<file path="config.mk">
export PLATFORM = sky130hd
export DESIGN_NAME = img_rect_ctrl_flat
export DESIGN_NICKNAME = d
export VERILOG_FILES = /design/src/rtl/img_rect_ctrl_if.sv /design/src/rtl/img_rect_ctrl.sv /design/src/flat_wrapper.sv
export SDC_FILE = /design/constraint.sdc
export NUM_CORES = 1
export LEC_CHECK = 0
export ABC_AREA = 1
export ABC_CLOCK_PERIOD_IN_PS = 6000
export CORE_MARGIN = 1.5
export CORE_UTILIZATION = 46
export DETAILED_ROUTE_END_ITERATION = 10
export GPL_TIMING_DRIVEN = 0
export PLACE_DENSITY_LB_ADDON = 0.25
export SYNTH_ARGS = -nofsm -noshare
export SYNTH_HDL_FRONTEND = slang
export SYNTH_SLANG_ARGS = --single-unit
</file>
<file path="constraint.sdc">
create_clock -name clk -period 6 [get_ports clk]
set_clock_uncertainty 0.2 [all_clocks]
set_input_delay 0.9 -clock clk [delete_from_list [all_inputs] [get_ports clk]]
set_output_delay 0.9 -clock clk [all_outputs]
set_load 0.05 [all_outputs]
</file>
<file path="src/rtl/img_rect_ctrl_if.sv">
// Box request bus from the upstream detector: corners, colour and a valid/ready handshake.
interface img_rect_ctrl_if;
   logic        box_valid;
   logic        box_ready;
   logic [10:0] box_x1;
   logic [10:0] box_y1;
   logic [10:0] box_x2;
   logic [10:0] box_y2;
   logic [23:0] box_color;

   modport master (
      output box_valid, box_x1, box_y1, box_x2, box_y2, box_color,
      input  box_ready
   );

   modport slave (
      input  box_valid, box_x1, box_y1, box_x2, box_y2, box_color,
      output box_ready
   );
endinterface

</file>
<file path="src/rtl/img_rect_ctrl.sv">
// Box scheduler for the rectangle overlay: queues sanitised boxes and commits one per frame on vs rise.
// Optional feature: define BOX_TIMEOUT_EN to hide a box after HOLD_FRAMES frames without a new one.
module img_rect_ctrl #(
   parameter int unsigned IMG_W       = 640,
   parameter int unsigned IMG_H       = 480,
   parameter int unsigned DEPTH       = 4,
   parameter int unsigned HOLD_FRAMES = 30,
   parameter int unsigned HIDE_COORD  = 2040
) (
   input  logic                     clk,
   input  logic                     rst_n,
   input  logic                     vs_i,
   input  logic                     clr_i,
   img_rect_ctrl_if.slave           box,
   output logic [10:0]              rect_x1,
   output logic [10:0]              rect_y1,
   output logic [10:0]              rect_x2,
   output logic [10:0]              rect_y2,
   output logic [23:0]              rect_color,
   output logic                     rect_vld,
   output logic [$clog2(DEPTH):0]   fifo_level
);

   localparam int unsigned CW   = 11;
   localparam int unsigned COLW = 24;
   localparam int unsigned AW   = $clog2(DEPTH);
   localparam int unsigned LW   = AW + 1;

   localparam logic [CW-1:0] X_MAX = CW'(IMG_W - 1);
   localparam logic [CW-1:0] Y_MAX = CW'(IMG_H - 1);
   localparam logic [CW-1:0] HIDE  = CW'(HIDE_COORD);

   if ((DEPTH < 2) || ((DEPTH & (DEPTH - 1)) != 0)) begin : g_bad_depth
      $error("img_rect_ctrl: DEPTH must be a power of 2 and >= 2");
   end
   if (HOLD_FRAMES < 1) begin : g_bad_hold
      $error("img_rect_ctrl: HOLD_FRAMES must be >= 1");
   end

   typedef struct packed {
      logic [CW-1:0]   x_lo;
      logic [CW-1:0]   y_lo;
      logic [CW-1:0]   x_hi;
      logic [CW-1:0]   y_hi;
      logic [COLW-1:0] color;
   } box_t;

   typedef enum logic {HIDDEN, SHOWN} state_t;

   state_t        state_q, state_d;
   box_t          rect_q, rect_d;
   logic          vld_q, vld_d;
   logic          vs_d_q;
   logic          vs_rise;

   box_t          mem [DEPTH];
   logic [AW-1:0] wr_ptr_q, rd_ptr_q;
   logic [LW-1:0] level_q;
   logic          full, empty;
   logic          push, pop;

   logic [CW-1:0] x_lo, x_hi, y_lo, y_hi;
   box_t          push_entry;

   assign full    = (level_q == LW'(DEPTH));
   assign empty   = (level_q == '0);
   assign vs_rise = vs_i & ~vs_d_q;

   // Ready drops combinationally during a flush so nothing lands in a FIFO being cleared.
   assign box.box_ready = ~full & ~clr_i;
   assign push          = box.box_valid & box.box_ready;

   // Order corners so (lo, hi) is top-left/bottom-right, then clamp to the active area.
   always_comb begin : sanitise
      x_lo = (box.box_x1 <= box.box_x2) ? box.box_x1 : box.box_x2;
      x_hi = (box.box_x1 <= box.box_x2) ? box.box_x2 : box.box_x1;
      y_lo = (box.box_y1 <= box.box_y2) ? box.box_y1 : box.box_y2;
      y_hi = (box.box_y1 <= box.box_y2) ? box.box_y2 : box.box_y1;

      push_entry.x_lo  = (x_lo > X_MAX) ? X_MAX : x_lo;
      push_entry.x_hi  = (x_hi > X_MAX) ? X_MAX : x_hi;
      push_entry.y_lo  = (y_lo > Y_MAX) ? Y_MAX : y_lo;
      push_entry.y_hi  = (y_hi > Y_MAX) ? Y_MAX : y_hi;
      push_entry.color = box.box_color;
   end

`ifdef BOX_TIMEOUT_EN
   localparam int unsigned TW = $clog2(HOLD_FRAMES + 1);
   logic [TW-1:0] cnt_q, cnt_d;
`endif

   // Next-state and commit logic; clear wins over any vs-driven pop.
   always_comb begin : fsm_comb
      state_d = state_q;
      rect_d  = rect_q;
      vld_d   = vld_q;
      pop     = 1'b0;
`ifdef BOX_TIMEOUT_EN
      cnt_d   = cnt_q;
`endif
      if (clr_i) begin
         state_d     = HIDDEN;
         rect_d.x_lo = HIDE;
         rect_d.y_lo = HIDE;
         rect_d.x_hi = HIDE;
         rect_d.y_hi = HIDE;
         vld_d       = 1'b0;
      end else begin
         unique case (state_q)
            HIDDEN: begin
               if (vs_rise && !empty) begin
                  pop     = 1'b1;
                  rect_d  = mem[rd_ptr_q];
                  vld_d   = 1'b1;
                  state_d = SHOWN;
`ifdef BOX_TIMEOUT_EN
                  cnt_d   = '0;
`endif
               end
            end
            SHOWN: begin
               if (vs_rise && !empty) begin
                  pop    = 1'b1;
                  rect_d = mem[rd_ptr_q];
`ifdef BOX_TIMEOUT_EN
                  cnt_d  = '0;
`endif
               end else if (vs_rise) begin
`ifdef BOX_TIMEOUT_EN
                  if (cnt_q == TW'(HOLD_FRAMES - 1)) begin
                     state_d     = HIDDEN;
                     rect_d.x_lo = HIDE;
                     rect_d.y_lo = HIDE;
                     rect_d.x_hi = HIDE;
                     rect_d.y_hi = HIDE;
                     vld_d       = 1'b0;
                  end else if (cnt_q != '1) begin
                     cnt_d = cnt_q + TW'(1);
                  end
`else
                  vld_d = 1'b1;
`endif
               end
            end
            default: state_d = HIDDEN;
         endcase
      end
   end

   always_ff @(posedge clk or negedge rst_n) begin : state_reg
      if (!rst_n) begin
         state_q      <= HIDDEN;
         rect_q.x_lo  <= HIDE;
         rect_q.y_lo  <= HIDE;
         rect_q.x_hi  <= HIDE;
         rect_q.y_hi  <= HIDE;
         rect_q.color <= '0;
         vld_q        <= 1'b0;
         vs_d_q       <= 1'b0;
      end else begin
         state_q <= state_d;
         rect_q  <= rect_d;
         vld_q   <= vld_d;
         vs_d_q  <= vs_i;
      end
   end

`ifdef BOX_TIMEOUT_EN
   always_ff @(posedge clk or negedge rst_n) begin : cnt_reg
      if (!rst_n) begin
         cnt_q <= '0;
      end else begin
         cnt_q <= cnt_d;
      end
   end
`endif

   // FIFO pointers and occupancy; a simultaneous push and pop leaves the level unchanged.
   always_ff @(posedge clk or negedge rst_n) begin : fifo_ctrl
      if (!rst_n) begin
         wr_ptr_q <= '0;
         rd_ptr_q <= '0;
         level_q  <= '0;
      end else if (clr_i) begin
         wr_ptr_q <= '0;
         rd_ptr_q <= '0;
         level_q  <= '0;
      end else begin
         if (push) wr_ptr_q <= wr_ptr_q + AW'(1);
         if (pop)  rd_ptr_q <= rd_ptr_q + AW'(1);
         unique case ({push, pop})
            2'b10:   level_q <= level_q + LW'(1);
            2'b01:   level_q <= level_q - LW'(1);
            default: level_q <= level_q;
         endcase
      end
   end

   always_ff @(posedge clk) begin : fifo_mem
      if (push) mem[wr_ptr_q] <= push_entry;
   end

   assign rect_x1    = rect_q.x_lo;
   assign rect_y1    = rect_q.y_lo;
   assign rect_x2    = rect_q.x_hi;
   assign rect_y2    = rect_q.y_hi;
   assign rect_color = rect_q.color;
   assign rect_vld   = vld_q;
   assign fifo_level = level_q;

endmodule

</file>
<file path="src/flat_wrapper.sv">
// flat-port wrapper written by rule: the top's interface ports become plain ports
module img_rect_ctrl_flat 
#(
   parameter int unsigned IMG_W       = 640,
   parameter int unsigned IMG_H       = 480,
   parameter int unsigned DEPTH       = 4,
   parameter int unsigned HOLD_FRAMES = 30,
   parameter int unsigned HIDE_COORD  = 2040
)
  (clk, rst_n, vs_i, clr_i, rect_x1, rect_y1, rect_x2, rect_y2, rect_color, rect_vld, fifo_level, box_box_valid, box_box_x1, box_box_y1, box_box_x2, box_box_y2, box_box_color, box_box_ready);
  img_rect_ctrl_if box_i ();
  input  logic clk;
  input  logic rst_n;
  input  logic vs_i;
  input  logic clr_i;
  output logic [10:0] rect_x1;
  output logic [10:0] rect_y1;
  output logic [10:0] rect_x2;
  output logic [10:0] rect_y2;
  output logic [23:0] rect_color;
  output logic rect_vld;
  output logic [$clog2(DEPTH):0] fifo_level;
  input wire logic [$bits(box_i.box_valid)-1:0] box_box_valid;
  input wire logic [$bits(box_i.box_x1)-1:0] box_box_x1;
  input wire logic [$bits(box_i.box_y1)-1:0] box_box_y1;
  input wire logic [$bits(box_i.box_x2)-1:0] box_box_x2;
  input wire logic [$bits(box_i.box_y2)-1:0] box_box_y2;
  input wire logic [$bits(box_i.box_color)-1:0] box_box_color;
  output wire logic [$bits(box_i.box_ready)-1:0] box_box_ready;
  assign box_i.box_valid = box_box_valid;
  assign box_i.box_x1 = box_box_x1;
  assign box_i.box_y1 = box_box_y1;
  assign box_i.box_x2 = box_box_x2;
  assign box_i.box_y2 = box_box_y2;
  assign box_i.box_color = box_box_color;
  assign box_box_ready = box_i.box_ready;
  img_rect_ctrl #(.IMG_W(IMG_W), .IMG_H(IMG_H), .DEPTH(DEPTH), .HOLD_FRAMES(HOLD_FRAMES), .HIDE_COORD(HIDE_COORD)) u_core (.clk(clk), .rst_n(rst_n), .vs_i(vs_i), .clr_i(clr_i), .box(box_i), .rect_x1(rect_x1), .rect_y1(rect_y1), .rect_x2(rect_x2), .rect_y2(rect_y2), .rect_color(rect_color), .rect_vld(rect_vld), .fifo_level(fifo_level));
endmodule
</file>
==> flow_summary_export.csv <==
group,metric,value,unit
grt,grtUsageTotal,0.2084,
die,fp.dieArea,0.03263,mm^2
final_layout,multi_input_area,0.003945,mm^2
synth,ys.flop_type,"edfxtp_1",
placed_design,hpwlAfterDp,22.83,mm
hold_path,hp-class,"primary input to async pin",
synth,ys_ff_latch,350,
grt,first_global_vias,9768,
final_layout,stdcell_area,0.01793,mm^2
final_layout,utilization,0.5815,
route,avgViaCountPerCell,5.347,
synth,async_flop_share,0.2229,
final_layout,finalNetCount,1511,
clocking,htree_levels,2,
synth,syn_inst,1195,
clocking,postCtsSetupBuffers,0,
synth,netlist.area_leader.share,0.5628,
critical_path,cp-end-kind,"output pin",
sta,holdWs,0.07880,ns
clocking,ctsResizeCount,0,
final_layout,nFillCells,2479,
synth,synth_top_family_by_area,"compound AO/OA/AOI/OAI gates",
die,pin_count,146,
synth,synthMuxAreaShare,0,
pwr,irDropWorstVdd,0.1975,mV
route,wl_per_cell,18.40,um
die,fp.dieW,180.6,um
route,wirelength,33.77,mm
synth,yosysTopAreaCell,"edfxtp_1",
synth,synthSimpleGateAreaFrac,0.1138,
grt,grt_max_degree,56,
grt,gr-total-overflow,0,
grt,grt_pass1_wl,52.85,mm
sta,min_period_over_period,0.6042,
die,start_util,0.4708,
route,drcViolationCount,0,
synth,seq_area_frac_synth,0.7000,
final_layout,synthToLayoutAreaGrowth,23.52,%
synth,synth_edf_count,272,
sta,max_freq,275.8,MHz
clocking,hold_buffers,0,
die,chipHeight,180.6,um
critical_path,path_max_fanout,7,
placed_design,placedInstanceArea,0.01680,mm^2
clocking,cts_tree,"built",
final_layout,seqCellArea,0.01016,mm^2
critical_path,crit_arrival,2.53,ns
synth,yosysMostFrequentCell,"edfxtp_1",
sta,final_hold_viol_count,0,
critical_path,critPathLaunchType,"primary input",
sta,finalMaxSlewViolations,0,
critical_path,critPathKind,"primary input to output pin",
critical_path,required,4.90,ns
synth,ys_warn_count,0,
pwr,power_density,363.0,mW/mm^2
run_status,status,"finished, final reports clean",
route,vias,9817,
sta,final-setup-viol-count,0,
final_layout,drive_gt1_frac,0.09590,
synth,avgSynthCellArea,12.15,um^2
die,fp-row-count,64,
route,drt_iter0_markers,888,
synth,synth-xor-area-share,0.001207,
sta,min_period,3.625,ns
clocking,ctsRootBufferMaster,"clkbuf_16",
synth,synth_cell_types,40,
grt,antenna_found_initial,1,
sta,rsz0062_at_grt,"no",
synth,syn-cell-area,0.01451,mm^2
placed_design,io_buffer_count,145,
sta,slew_headroom,0.4212,
flow_run,drv_cap,0,
pwr,leakagePower,0.006656,uW
placed_design,gp_congestion,0.8167,
clocking,insertion_delay,0.52,ns
pwr,p_total,6507,uW
sta,worstMarginPinSlew,0.8662,ns
route,ant_nets,0,
synth,synthAdderAreaFrac,0.02379,
clocking,cts_made_buffers,36,
clocking,ctsLongestPathBuffers,3,
synth,synth_area_leaders,"edfxtp_1 (56%), dfrtp_1 (7.9%), dfstp_2 (5.8%)",
clocking,cts.clk_slew.worst_paths,0.06,ns
synth,synth_compound_area_frac,0.1247,
clocking,cts.sinks,350,
synth,yosys-top-cells-count,"edfxtp_1 (272), o21ai_0 (160), nor2_1 (159), nand2_1 (152), o22ai_1 (68)",
die,coreArea,0.03083,mm^2
route,dr.pass1.iters,5,
==> final timing paths <==
path,start,to,slack [ns],cells past startpoint
min in group clk,u_core.rect_color[13]$_DFFE_PN0P_,u_core.rect_color[13]$_DFFE_PN0P_,0.28,2
max reg2reg,u_core.fifo_level[1]$_DFFE_PN0P_,u_core.mem[2][30]$_DFFE_PP_,3.19,6
min reg2reg,u_core.rect_color[13]$_DFFE_PN0P_,u_core.rect_color[13]$_DFFE_PN0P_,0.28,2
max,clr_i,box_box_ready,2.37,3
min,rst_n,u_core.fifo_level[0]$_DFFE_PN0P_,0.08,1
max in group asynchronous,rst_n,u_core.rect_y2[7]$_DFFE_PN1P_,4.84,2
==> layout make-up <==
class / instances / share of cell area
diodes: 1 / 0.0001396
plain buffers: 65 / 0.01528
clock buffers: 52 / 0.05702
clock inverters: 14 / 0.005863
inverters: 67 / 0.01403
multi-input cells: 736 / 0.2201
flip-flops and latches: 350 / 0.5667
well taps: 396 / 0.02764
repair buffers: 155 / 0.09324
==> metal layers <==
metal / up-vias / part of all wire / global-route usage
li1: 4695 / - / -
met1: 4725 / 0.43 / 0.2757
met2: 331 / 0.48 / 0.3486
met3: 66 / 0.065 / 0.03860
met4: 0 / 0.027 / 0.06689
met5: - / 0 / 0
==> critical path, stage by stage <==
cell             delay [ns]
clkdlybuf4s50_1        0.54
a31oi_1                0.25
clkdlybuf4s50_1        0.84
==> kinds of logic after synthesis <==
family / count (synthesis)
other: 1
buffers and inverters: 132
adders and majority gates: 27
AOI/OAI and AO/OA: 298
and+or+nand+nor: 385
DFF: 350
xor gates and xnor gates: 2
==> metrics by stage <==
stage          TNS, ns  setup slack [ns]  instances
2_1_floorplan        0            0.2980       1218
3_3_place_gp   -458.81            -1.750       1759
3_5_place_dp         0             2.099       1769
4_1_cts              0             2.390       1835
5_1_grt              0             2.292       1835
6_report             0             2.375       1836
==> cell usage in the layout (no fill, tap or decap), types with 6 or more instances in the layout <==
cell	n
nand2_1	152
dfrtp_1	46
a21oi_1	9
nand3_1	47
o21ai_1	8
o22a_1	32
o22ai_1	68
clkbuf_16	37
dfstp_2	32
nor2_1	155
inv_1	65
conb_1	24
o21ai_0	160
buf_2	6
clkdlybuf4s50_1	144
clkbuf_1	61
edfxtp_1	272
buf_12	7
nand2_2	12
ha_1	26
a22o_1	14
==> where the power goes <==
part	switching, uW	leakage, uW	internal (uW)
clock	885	0.000545	1230
sequential	92.6	0.00334	2860
combinational	981	0.00278	455
==> flip-flops by register name, indices dropped and copies added (netlist names) <==
signal and flops:
u_core.mem 272, u_core.rect_x2 11, u_core.rd_ptr_q 2, u_core.vs_d_q 1, u_core.rect_color 24, u_core.fifo_level 3
u_core.rect_y1 11, u_core.wr_ptr_q 2, u_core.rect_y2 11, u_core.state_q 1, u_core.rect_x1 11, u_core.rect_vld 1
Power figures use the tool's default switching activity.
